$ cat config.mk
export PLATFORM = sky130hd
export DESIGN_NAME = muldiv_sequencer_flat
export DESIGN_NICKNAME = d
export VERILOG_FILES = /design/src/rtl/muldiv_sequencer_pkg.sv /design/src/rtl/muldiv_sequencer_if.sv /design/src/rtl/muldiv_sequencer_watchdog.sv /design/src/rtl/muldiv_sequencer.sv /design/src/flat_wrapper.sv
export SDC_FILE = /design/constraint.sdc
export NUM_CORES = 1
export LEC_CHECK = 0
export ABC_AREA = 0
export ABC_CLOCK_PERIOD_IN_PS = 2250
export BUFFER_PORTS_ARGS = -buffer_cell sky130_fd_sc_hd__buf_2
export CELL_PAD_IN_SITES_DETAIL_PLACEMENT = 1
export CELL_PAD_IN_SITES_GLOBAL_PLACEMENT = 1
export CORE_UTILIZATION = 30
export DETAILED_ROUTE_END_ITERATION = 6
export PLACE_DENSITY = 0.87
export SETUP_SLACK_MARGIN = 0.05
export SYNTH_ARGS = -nofsm -noshare
export SYNTH_HDL_FRONTEND = slang
export SYNTH_SLANG_ARGS = --single-unit
$ cat constraint.sdc
create_clock -name clk -period 2.25 [get_ports clk]
set_input_delay 0 -clock clk [delete_from_list [all_inputs] [get_ports clk]]
set_output_delay 0 -clock clk [all_outputs]
set_load 0.02 [all_outputs]
$ cat src/rtl/muldiv_sequencer_pkg.sv
// Shared types and constants for the multiply/divide sequencer.
package muldiv_pkg;

   // Sequencer states: launch, wait for the unit, then one write or exception cycle
   typedef enum logic [2:0] {
      IDLE,
      MULT_RUN,
      DIV_RUN,
      WRITE,
      EXC
   } state_t;

   // MorDHi/MorDLo mux selects
   localparam logic MORD_MULT = 1'b0;
   localparam logic MORD_DIV  = 1'b1;

   // Reason an operation ended in the exception state
   typedef enum logic {
      CAUSE_DIV0,
      CAUSE_TIMEOUT
   } cause_t;

endpackage

$ cat src/rtl/muldiv_sequencer_if.sv
// Handshake bundle between the control unit / mult-div units and the sequencer.
interface muldiv_sequencer_if;

   logic        start_mult;
   logic        start_div;
   logic [31:0] divisor;
   logic        mult_done;
   logic        div_done;
   logic        mult_start;
   logic        div_start;
   logic        busy;
   logic        hi_write;
   logic        lo_write;
   logic        mordhi_sel;
   logic        mordlo_sel;
   logic        op_done;
   logic        div0_exc;
   logic        timeout_exc;

   // Control-unit / unit side: issues requests and completions
   modport master (
      output start_mult, start_div, divisor, mult_done, div_done,
      input  mult_start, div_start, busy, hi_write, lo_write,
             mordhi_sel, mordlo_sel, op_done, div0_exc, timeout_exc
   );

   // Sequencer side
   modport slave (
      input  start_mult, start_div, divisor, mult_done, div_done,
      output mult_start, div_start, busy, hi_write, lo_write,
             mordhi_sel, mordlo_sel, op_done, div0_exc, timeout_exc
   );

endinterface

$ cat src/rtl/muldiv_sequencer_watchdog.sv
// Watchdog counter: counts RUN cycles and flags when the last allowed cycle is reached.
module muldiv_watchdog #(
   parameter int TIMEOUT = 64,
   parameter int CNT_W   = $clog2(TIMEOUT)
) (
   input  logic clk,
   input  logic reset,
   input  logic clear,
   input  logic enable,
   output logic expired
);

   logic [CNT_W-1:0] count_q;
   logic [CNT_W-1:0] count_d;

   // Clear wins over increment so a fresh launch always starts counting from zero
   always_comb begin
      count_d = count_q;
      if (clear) begin
         count_d = '0;
      end else if (enable) begin
         count_d = count_q + CNT_W'(1);
      end
   end

   // Counter register, cleared asynchronously by the active-low reset
   always_ff @(posedge clk or negedge reset) begin
      if (!reset) begin
         count_q <= '0;
      end else begin
         count_q <= count_d;
      end
   end

   assign expired = (count_q == CNT_W'(TIMEOUT - 1));

endmodule

$ cat src/rtl/muldiv_sequencer.sv
// Sequences the mult/div units feeding HI/LO: launch, wait for done, write or raise an exception.
module muldiv_sequencer
   import muldiv_pkg::*;
#(
   parameter int TIMEOUT = 64,
   parameter int CNT_W   = $clog2(TIMEOUT)
) (
   input  logic                clk,
   input  logic                reset,
   muldiv_sequencer_if.slave   bus
);

   state_t state_q, state_d;
   cause_t cause_q, cause_d;
   logic   mord_q, mord_d;

   logic   wd_clear;
   logic   wd_enable;
   logic   wd_expired;

   logic   mult_start_q, mult_start_d;
   logic   div_start_q, div_start_d;
   logic   busy_q, busy_d;
   logic   write_q, write_d;
   logic   div0_q, div0_d;
   logic   timeout_q, timeout_d;

   muldiv_watchdog #(
      .TIMEOUT (TIMEOUT),
      .CNT_W   (CNT_W)
   ) u_watchdog (
      .clk     (clk),
      .reset   (reset),
      .clear   (wd_clear),
      .enable  (wd_enable),
      .expired (wd_expired)
   );

   // Next-state logic: accept starts only in IDLE, mult beats div, done beats timeout
   always_comb begin
      state_d   = state_q;
      cause_d   = cause_q;
      mord_d    = mord_q;
      wd_clear  = 1'b0;
      wd_enable = 1'b0;
      case (state_q)
         IDLE: begin
            if (bus.start_mult) begin
               state_d  = MULT_RUN;
               mord_d   = MORD_MULT;
               wd_clear = 1'b1;
            end else if (bus.start_div) begin
               mord_d = MORD_DIV;
               if (bus.divisor != 32'd0) begin
                  state_d  = DIV_RUN;
                  wd_clear = 1'b1;
               end else begin
                  state_d = EXC;
                  cause_d = CAUSE_DIV0;
               end
            end
         end
         MULT_RUN: begin
            if (bus.mult_done) begin
               state_d = WRITE;
            end else if (wd_expired) begin
               state_d = EXC;
               cause_d = CAUSE_TIMEOUT;
            end else begin
               wd_enable = 1'b1;
            end
         end
         DIV_RUN: begin
            if (bus.div_done) begin
               state_d = WRITE;
            end else if (wd_expired) begin
               state_d = EXC;
               cause_d = CAUSE_TIMEOUT;
            end else begin
               wd_enable = 1'b1;
            end
         end
         WRITE:   state_d = IDLE;
         EXC:     state_d = IDLE;
         default: state_d = IDLE;
      endcase
   end

   // Output decode from the upcoming state so every output comes straight from a flop
   always_comb begin
      mult_start_d = (state_q == IDLE) && (state_d == MULT_RUN);
      div_start_d  = (state_q == IDLE) && (state_d == DIV_RUN);
      busy_d       = (state_d != IDLE);
      write_d      = (state_d == WRITE);
      div0_d       = (state_d == EXC) && (cause_d == CAUSE_DIV0);
      timeout_d    = (state_d == EXC) && (cause_d == CAUSE_TIMEOUT);
   end

   // State, latched op/cause and output registers; reset abandons any operation
   always_ff @(posedge clk or negedge reset) begin
      if (!reset) begin
         state_q      <= IDLE;
         cause_q      <= CAUSE_DIV0;
         mord_q       <= MORD_MULT;
         mult_start_q <= 1'b0;
         div_start_q  <= 1'b0;
         busy_q       <= 1'b0;
         write_q      <= 1'b0;
         div0_q       <= 1'b0;
         timeout_q    <= 1'b0;
      end else begin
         state_q      <= state_d;
         cause_q      <= cause_d;
         mord_q       <= mord_d;
         mult_start_q <= mult_start_d;
         div_start_q  <= div_start_d;
         busy_q       <= busy_d;
         write_q      <= write_d;
         div0_q       <= div0_d;
         timeout_q    <= timeout_d;
      end
   end

   assign bus.mult_start  = mult_start_q;
   assign bus.div_start   = div_start_q;
   assign bus.busy        = busy_q;
   assign bus.hi_write    = write_q;
   assign bus.lo_write    = write_q;
   assign bus.op_done     = write_q;
   assign bus.mordhi_sel  = mord_q;
   assign bus.mordlo_sel  = mord_q;
   assign bus.div0_exc    = div0_q;
   assign bus.timeout_exc = timeout_q;

endmodule

$ cat src/flat_wrapper.sv
// flat-port wrapper written by rule: the top's interface ports become plain ports
module muldiv_sequencer_flat import muldiv_pkg::*;
#(
   parameter int TIMEOUT = 64,
   parameter int CNT_W   = $clog2(TIMEOUT)
)
  (clk, reset, bus_start_mult, bus_start_div, bus_divisor, bus_mult_done, bus_div_done, bus_mult_start, bus_div_start, bus_busy, bus_hi_write, bus_lo_write, bus_mordhi_sel, bus_mordlo_sel, bus_op_done, bus_div0_exc, bus_timeout_exc);
  muldiv_sequencer_if bus_i ();
  input  logic clk;
  input  logic reset;
  input wire logic [$bits(bus_i.start_mult)-1:0] bus_start_mult;
  input wire logic [$bits(bus_i.start_div)-1:0] bus_start_div;
  input wire logic [$bits(bus_i.divisor)-1:0] bus_divisor;
  input wire logic [$bits(bus_i.mult_done)-1:0] bus_mult_done;
  input wire logic [$bits(bus_i.div_done)-1:0] bus_div_done;
  output wire logic [$bits(bus_i.mult_start)-1:0] bus_mult_start;
  output wire logic [$bits(bus_i.div_start)-1:0] bus_div_start;
  output wire logic [$bits(bus_i.busy)-1:0] bus_busy;
  output wire logic [$bits(bus_i.hi_write)-1:0] bus_hi_write;
  output wire logic [$bits(bus_i.lo_write)-1:0] bus_lo_write;
  output wire logic [$bits(bus_i.mordhi_sel)-1:0] bus_mordhi_sel;
  output wire logic [$bits(bus_i.mordlo_sel)-1:0] bus_mordlo_sel;
  output wire logic [$bits(bus_i.op_done)-1:0] bus_op_done;
  output wire logic [$bits(bus_i.div0_exc)-1:0] bus_div0_exc;
  output wire logic [$bits(bus_i.timeout_exc)-1:0] bus_timeout_exc;
  assign bus_i.start_mult = bus_start_mult;
  assign bus_i.start_div = bus_start_div;
  assign bus_i.divisor = bus_divisor;
  assign bus_i.mult_done = bus_mult_done;
  assign bus_i.div_done = bus_div_done;
  assign bus_mult_start = bus_i.mult_start;
  assign bus_div_start = bus_i.div_start;
  assign bus_busy = bus_i.busy;
  assign bus_hi_write = bus_i.hi_write;
  assign bus_lo_write = bus_i.lo_write;
  assign bus_mordhi_sel = bus_i.mordhi_sel;
  assign bus_mordlo_sel = bus_i.mordlo_sel;
  assign bus_op_done = bus_i.op_done;
  assign bus_div0_exc = bus_i.div0_exc;
  assign bus_timeout_exc = bus_i.timeout_exc;
  muldiv_sequencer #(.TIMEOUT(TIMEOUT), .CNT_W(CNT_W)) u_core (.clk(clk), .reset(reset), .bus(bus_i));
endmodule
== Yosys cells after proc, flatten, opt, wreduce, memory -nomap -nowiden ==
Index checks and enable logic that the tools add are counted.

* Multiply operators: 0
* Shift operators: 0
* Reduce and logical (&&, ||, !) cells: 10
* Div/mod/pow operators: 0
* $add $sub $neg: 1
* Bitwise logic cells: 1
* Equality and inequality tests: 7
* Magnitude comparators: 0
* Muxes and demuxes: 26

{| class="wikitable"
|+ Operators by type and width
! cell !! number
|-
| nonzero test 32 bit || 1
|-
| 2-to-1 mux 3 bit || 6
|-
| 2-to-1 mux 1 bit || 15
|-
| 2-to-1 mux 6 bit || 2
|-
| == test 3 x 2 -> 1 bit (second input constant) || 3
|-
| one-hot mux 3 bit (3 select lines) || 1
|-
| adder 6 x 1 -> 6 bit (second input constant) || 1
|-
| == test 3 x 1 -> 1 bit (second input constant) || 2
|-
| == test 6 bit (second input constant) || 1
|-
| logical AND 1 bit || 4
|-
| nonzero test 2 bit || 2
|-
| == test 3 bit (second input constant) || 1
|-
| zero test 3 bit || 1
|-
| one-hot mux 1 bit (3 select lines) || 1
|-
| nonzero test 3 bit || 1
|-
| one-hot mux 1 bit (2 select lines) || 1
|-
| AND reduction 2 bit || 1
|-
| inverter 1 bit || 1
|}

* Latch bits: 0
* Word-level logic and storage cells: 55
* Bits of input ports: 38
* Bits in read-only memories: 0
* Memory bits (writable): 0
* Memories: 0
* Register bits: 17

== Logic depth before layout (Yosys ltp) ==
* Depth after elaboration: 7
* Depth in mapped cells: 6
* Depth with buffers taken out: 5

== Modules after synthesis ==
Synthesis repeated with hierarchy kept, for this count alone.

* Cells, all modules: 81
* Area, all modules: 809.5 um2

{| class="wikitable"
|+ By module, submodules not included
! module !! area an instance (um2) !! times used !! cells an instance
|-
| muldiv_sequencer || 528.0 || 1 || 53
|-
| muldiv_watchdog || 281.5 || 1 || 28
|}

== Worst setup path before layout ==
OpenSTA, ideal clock, no wires.

* Path kind: reg2reg
* Start point: register u_core.u_watchdog.count_q[0]
* End point: register u_core.u_watchdog.count_q[5]
* Data required time: 2.156 ns
* Setup slack: 0.205 ns
* Data arrival time: 1.951 ns
* Cell stages (with the launch flop): 7
* Library setup time: 0.094 ns
* Clock period less this slack: 2.045 ns
* Path buffers: 1
* Cell sequence: dfrtp_1 -> ha_1 -> and3_1 -> a221o_1 -> buf_6 -> or4_1 -> a211oi_1

* Word-level cells in the longest chain between the ends: 5
* Elaborated cells between the ends (all ways): 9

{| class="wikitable"
|+ RTL lines
! element !! line !! text
|-
| start, declared || muldiv_sequencer_watchdog.sv:13 || <nowiki>logic [CNT_W-1:0] count_q;</nowiki>
|-
| start signal, assigned || muldiv_sequencer_watchdog.sv:31 || <nowiki>count_q <= count_d;</nowiki>
|-
| == test 6 bit || muldiv_sequencer_watchdog.sv:35 || <nowiki>assign expired = (count_q == CNT_W'(TIMEOUT - 1));</nowiki>
|-
| 2-to-1 mux 1 bit || muldiv_sequencer.sv:66, muldiv_sequencer.sv:76 ||
|-
| 2-to-1 mux 1 bit, on equally long branches || muldiv_sequencer.sv:74, muldiv_sequencer.sv:64 ||
|-
| one-hot mux 1 bit (2 select lines) || muldiv_sequencer.sv:46 || <nowiki>case (state_q)</nowiki>
|-
| nonzero test 2 bit (no line) || n/a ||
|}

Several ways; a longest one is shown, not always the timed one. The select of a mux whose other input is x is not followed.
A chain may end at the register's enable or synchronous reset.

== Worst setup path after layout ==
Ends and elaborated chain as after synthesis.

==> qor.yml <==
outcome:
  status: "completed"
flow_run:
  max_cap_viol_count: 0
route:
  vias_per_cell: 5.48
  firstDrtPassIters: 3
  post_drt_wl_per_cell_um: 14.1
  vias: 898
  drc: 0
  drt_iter0_drc: 5
  wl_mm: 2.32
  ant_nets: 0
critical_path:
  rrSetupSlack_ns: 0.06
  cp-end-kind: "flop"
  timing.rr.end: "u_core.u_watchdog.count_q[5]$_DFFE_PN0P_"
  crit_arrival_ns: 2.40
  path_max_fanout: 8
  rr_worst_depth: 5
  crit_type: "flop to flop"
  crit_path_end: "u_core.u_watchdog.count_q[5]$_DFFE_PN0P_"
  worstSetupStartpoint: "u_core.u_watchdog.count_q[0]$_DFFE_PN0P_"
  critPathRequiredTime_ns: 2.45
  reg2reg_from: "u_core.u_watchdog.count_q[0]$_DFFE_PN0P_"
  cp-start-kind: "flop"
synthesis:
  async_flop_share: 1.00
  ys_warn_count: 0
  synthTopCellsByCount: "dfrtp_1, nor4_1, nor2_1"
  synth_edf_count: 0
  synth_nets: 121
  synthFlopType: "dfrtp_1"
  syn_avg_cell_area_um2: 10.1
  synth_top_cells_by_area: "dfrtp_1, nor4_1, a211oi_1"
  yosys.cell_count.top_type: "dfrtp_1"
  syn-cell-area_um2: 827
  synth.largest_area_cell: "dfrtp_1"
  yosysSeqAreaShare: 0.484
  synth_top_area_frac: 0.484
  syn_inst: 82
  ys_types: 31
  synth-seq-cells: 16
sta:
  finClkSkew_ns: 0.00713
  slew_headroom: 0.720
  rsz0062_at_grt: "yes"
  setup_violations: 0
  worstMarginPinSlew_ns: 0.409
  min_period_ns: 2.19
  finalHoldViolCount: 0
  fin_ws_ns: 0.0556
  hold_slack_ns: 0.0567
  post-route-period-util: 0.975
  drv_slew: 0
  max_clock_freq_ghz: 0.456
floorplan:
  die_y_um: 54.5
  core_um2: 2540
  die_w_um: 54.5
  pin_count: 48
  dieArea_um2: 2970
  initial_core_util: 0.325
  rows: 18
power:
  p_comb_frac: 0.424
  power_switching_mw: 0.412
  swShare: 0.386
  clkPwrFrac: 0.178
  leakage_nw: 0.566
  ir_worst_vdd_uv: 462
  internal_power_mw: 0.654
  pwr-share-seq: 0.398
  p_per_area_nw_per_um2: 916
clock_tree:
  clk_pin_slew_worst_paths_ns: 0.10
  cts_sinks: 16
  h-tree-depth: 1
  cts_inserted_buffers: 3
  cts_tree: "done"
  clk_path_buf_depth: 2
  clock-root-buffer: "clkbuf_4"
  clk_latency_ns: 0.29
cells_and_area:
  utilization: 0.457
  area_growth_pct: 40.7
  multiInputGateArea_um2: 400
  fillers: 323
  num_antenna_cells: 0
  nets: 174
  seq_area_um2: 400
  drive_above_1_share: 0.470
global_route:
  first_global_vias: 928
  grt_overflow: 0
  grt_antenna_before_repair: 0
  grt_max_degree: 17
  grt_first_pass_wirelength_mm: 3.61
  grt_usage: 0.174
place:
  hpwlAfterDp_mm: 1.82
  gp_congestion: 0.818
  port_buffers: 47
  place_ws_ns: 0.0566
worst_hold_path:
  hold_path_class: "input pin to flop"
-- worst max-delay path, cell delays in order, from the launching register on --
cell      delay [ns]
dfrtp_1         0.41
ha_1            0.23
and3_1          0.23
a221o_2         0.46
or4_4           0.54
a211oi_2        0.24
-- area by class of cell --
| type | count | area share |
|---|---|---|
| sequential | 16 | 0.344 |
| clock buffer | 4 | 0.0312 |
| tap | 30 | 0.0323 |
| inverter | 1 | 0.00323 |
| multi-input combinational | 60 | 0.344 |
| timing repair buffer | 53 | 0.245 |
-- routing by layer --
metal	routed length (µm)	share of wire	global-route usage	vias up
met5	0	0	0	-
met4	31	0.013	0.0769	0
met3	146	0.063	0.0278	4
met2	1260	0.54	0.350	49
met1	884	0.38	0.171	426
li1	-	-	-	419
-- power groups by stage --
stage	combinational (mW)	clock [mW]	sequential, mW
final	0.452	0.190	0.424
after global routing	0.499	0.209	0.435
after CTS	0.413	0.195	0.424
after detailed placement	0.407	0	0.430
after global placement	0.387	0	0.421
after floorplan	0.278	0	0.456
-- placed cells by master (no fill, tap or decap), types with 2 or more instances in the layout --
master,instances
a31oi_1,2
nand4_1,2
nor4_1,8
dlygate4sd3_1,2
or3b_1,2
dfrtp_1,16
nand3b_1,4
buf_2,47
nand3_1,2
or3_2,3
nor3_1,4
clkbuf_4,3
a211oi_2,2
nand2_1,3
buf_4,4
a211oi_1,2
o21ai_0,4
and2_1,2
nor2_1,6
a21oi_1,2
-- state kept, by name (all words and copies together), names as in the netlist --
register / flops
u_core.bus.mordhi_sel: 1
u_core.bus.div_start: 1
u_core.bus.timeout_exc: 1
u_core.state_q: 3
u_core.bus.hi_write: 1
u_core.bus.mult_start: 1
u_core.u_watchdog.count_q: 6
u_core.bus.busy: 1
u_core.bus.div0_exc: 1
-- worst min path at each step --
stage / cells past startpoint / slack (ns) / endpoint / from
3_5_place_dp: 1 / -0.07 / u_core.bus.mordhi_sel$_DFFE_PN0P_ / reset
6_report: 4 / 0.06 / u_core.bus.div0_exc$_DFF_PN0_ / bus_divisor[24]
3_3_place_gp: 1 / -0.08 / u_core.bus.mordhi_sel$_DFFE_PN0P_ / reset
5_1_grt: 4 / 0.08 / u_core.bus.div0_exc$_DFF_PN0_ / bus_divisor[25]
2_1_floorplan: 0 / -0.30 / u_core.bus.busy$_DFF_PN0_ / reset
4_1_cts: 3 / 0.05 / u_core.bus.hi_write$_DFF_PN0_ / bus_div_done
-- repair_timing --
item,in CTS,in global routing
resized for setup,1,3
pin swaps,0,1
hold buffers,2,0
setup endpoints to repair,1,2
cloned,0,0
endpoints found under the hold margin,17,0
buffers inserted,0,3
-- cells by family after synthesis --
family,share of synthesized area
AO/OA/AOI/OAI,0.151
adder cells (fa/ha/maj),0.0151
multiplexers,0.0121
flip-flops,0.484
buffers and inverters,0.0499
AND/OR/NAND/NOR,0.277
XOR/XNOR,0.0106
-- stage by stage --
step                      total power, mW  TNS (ns)  cells  instance area, µm²
after floorplan                     0.734         0     82                 827
after global placement              0.808         0    155                1070
after detailed placement            0.836         0    155                1070
after CTS                            1.03         0    161                1130
after global routing                 1.14   -0.0388    164                1160
final                                1.07         0    164                1160
Power figures use the tool's default switching activity.
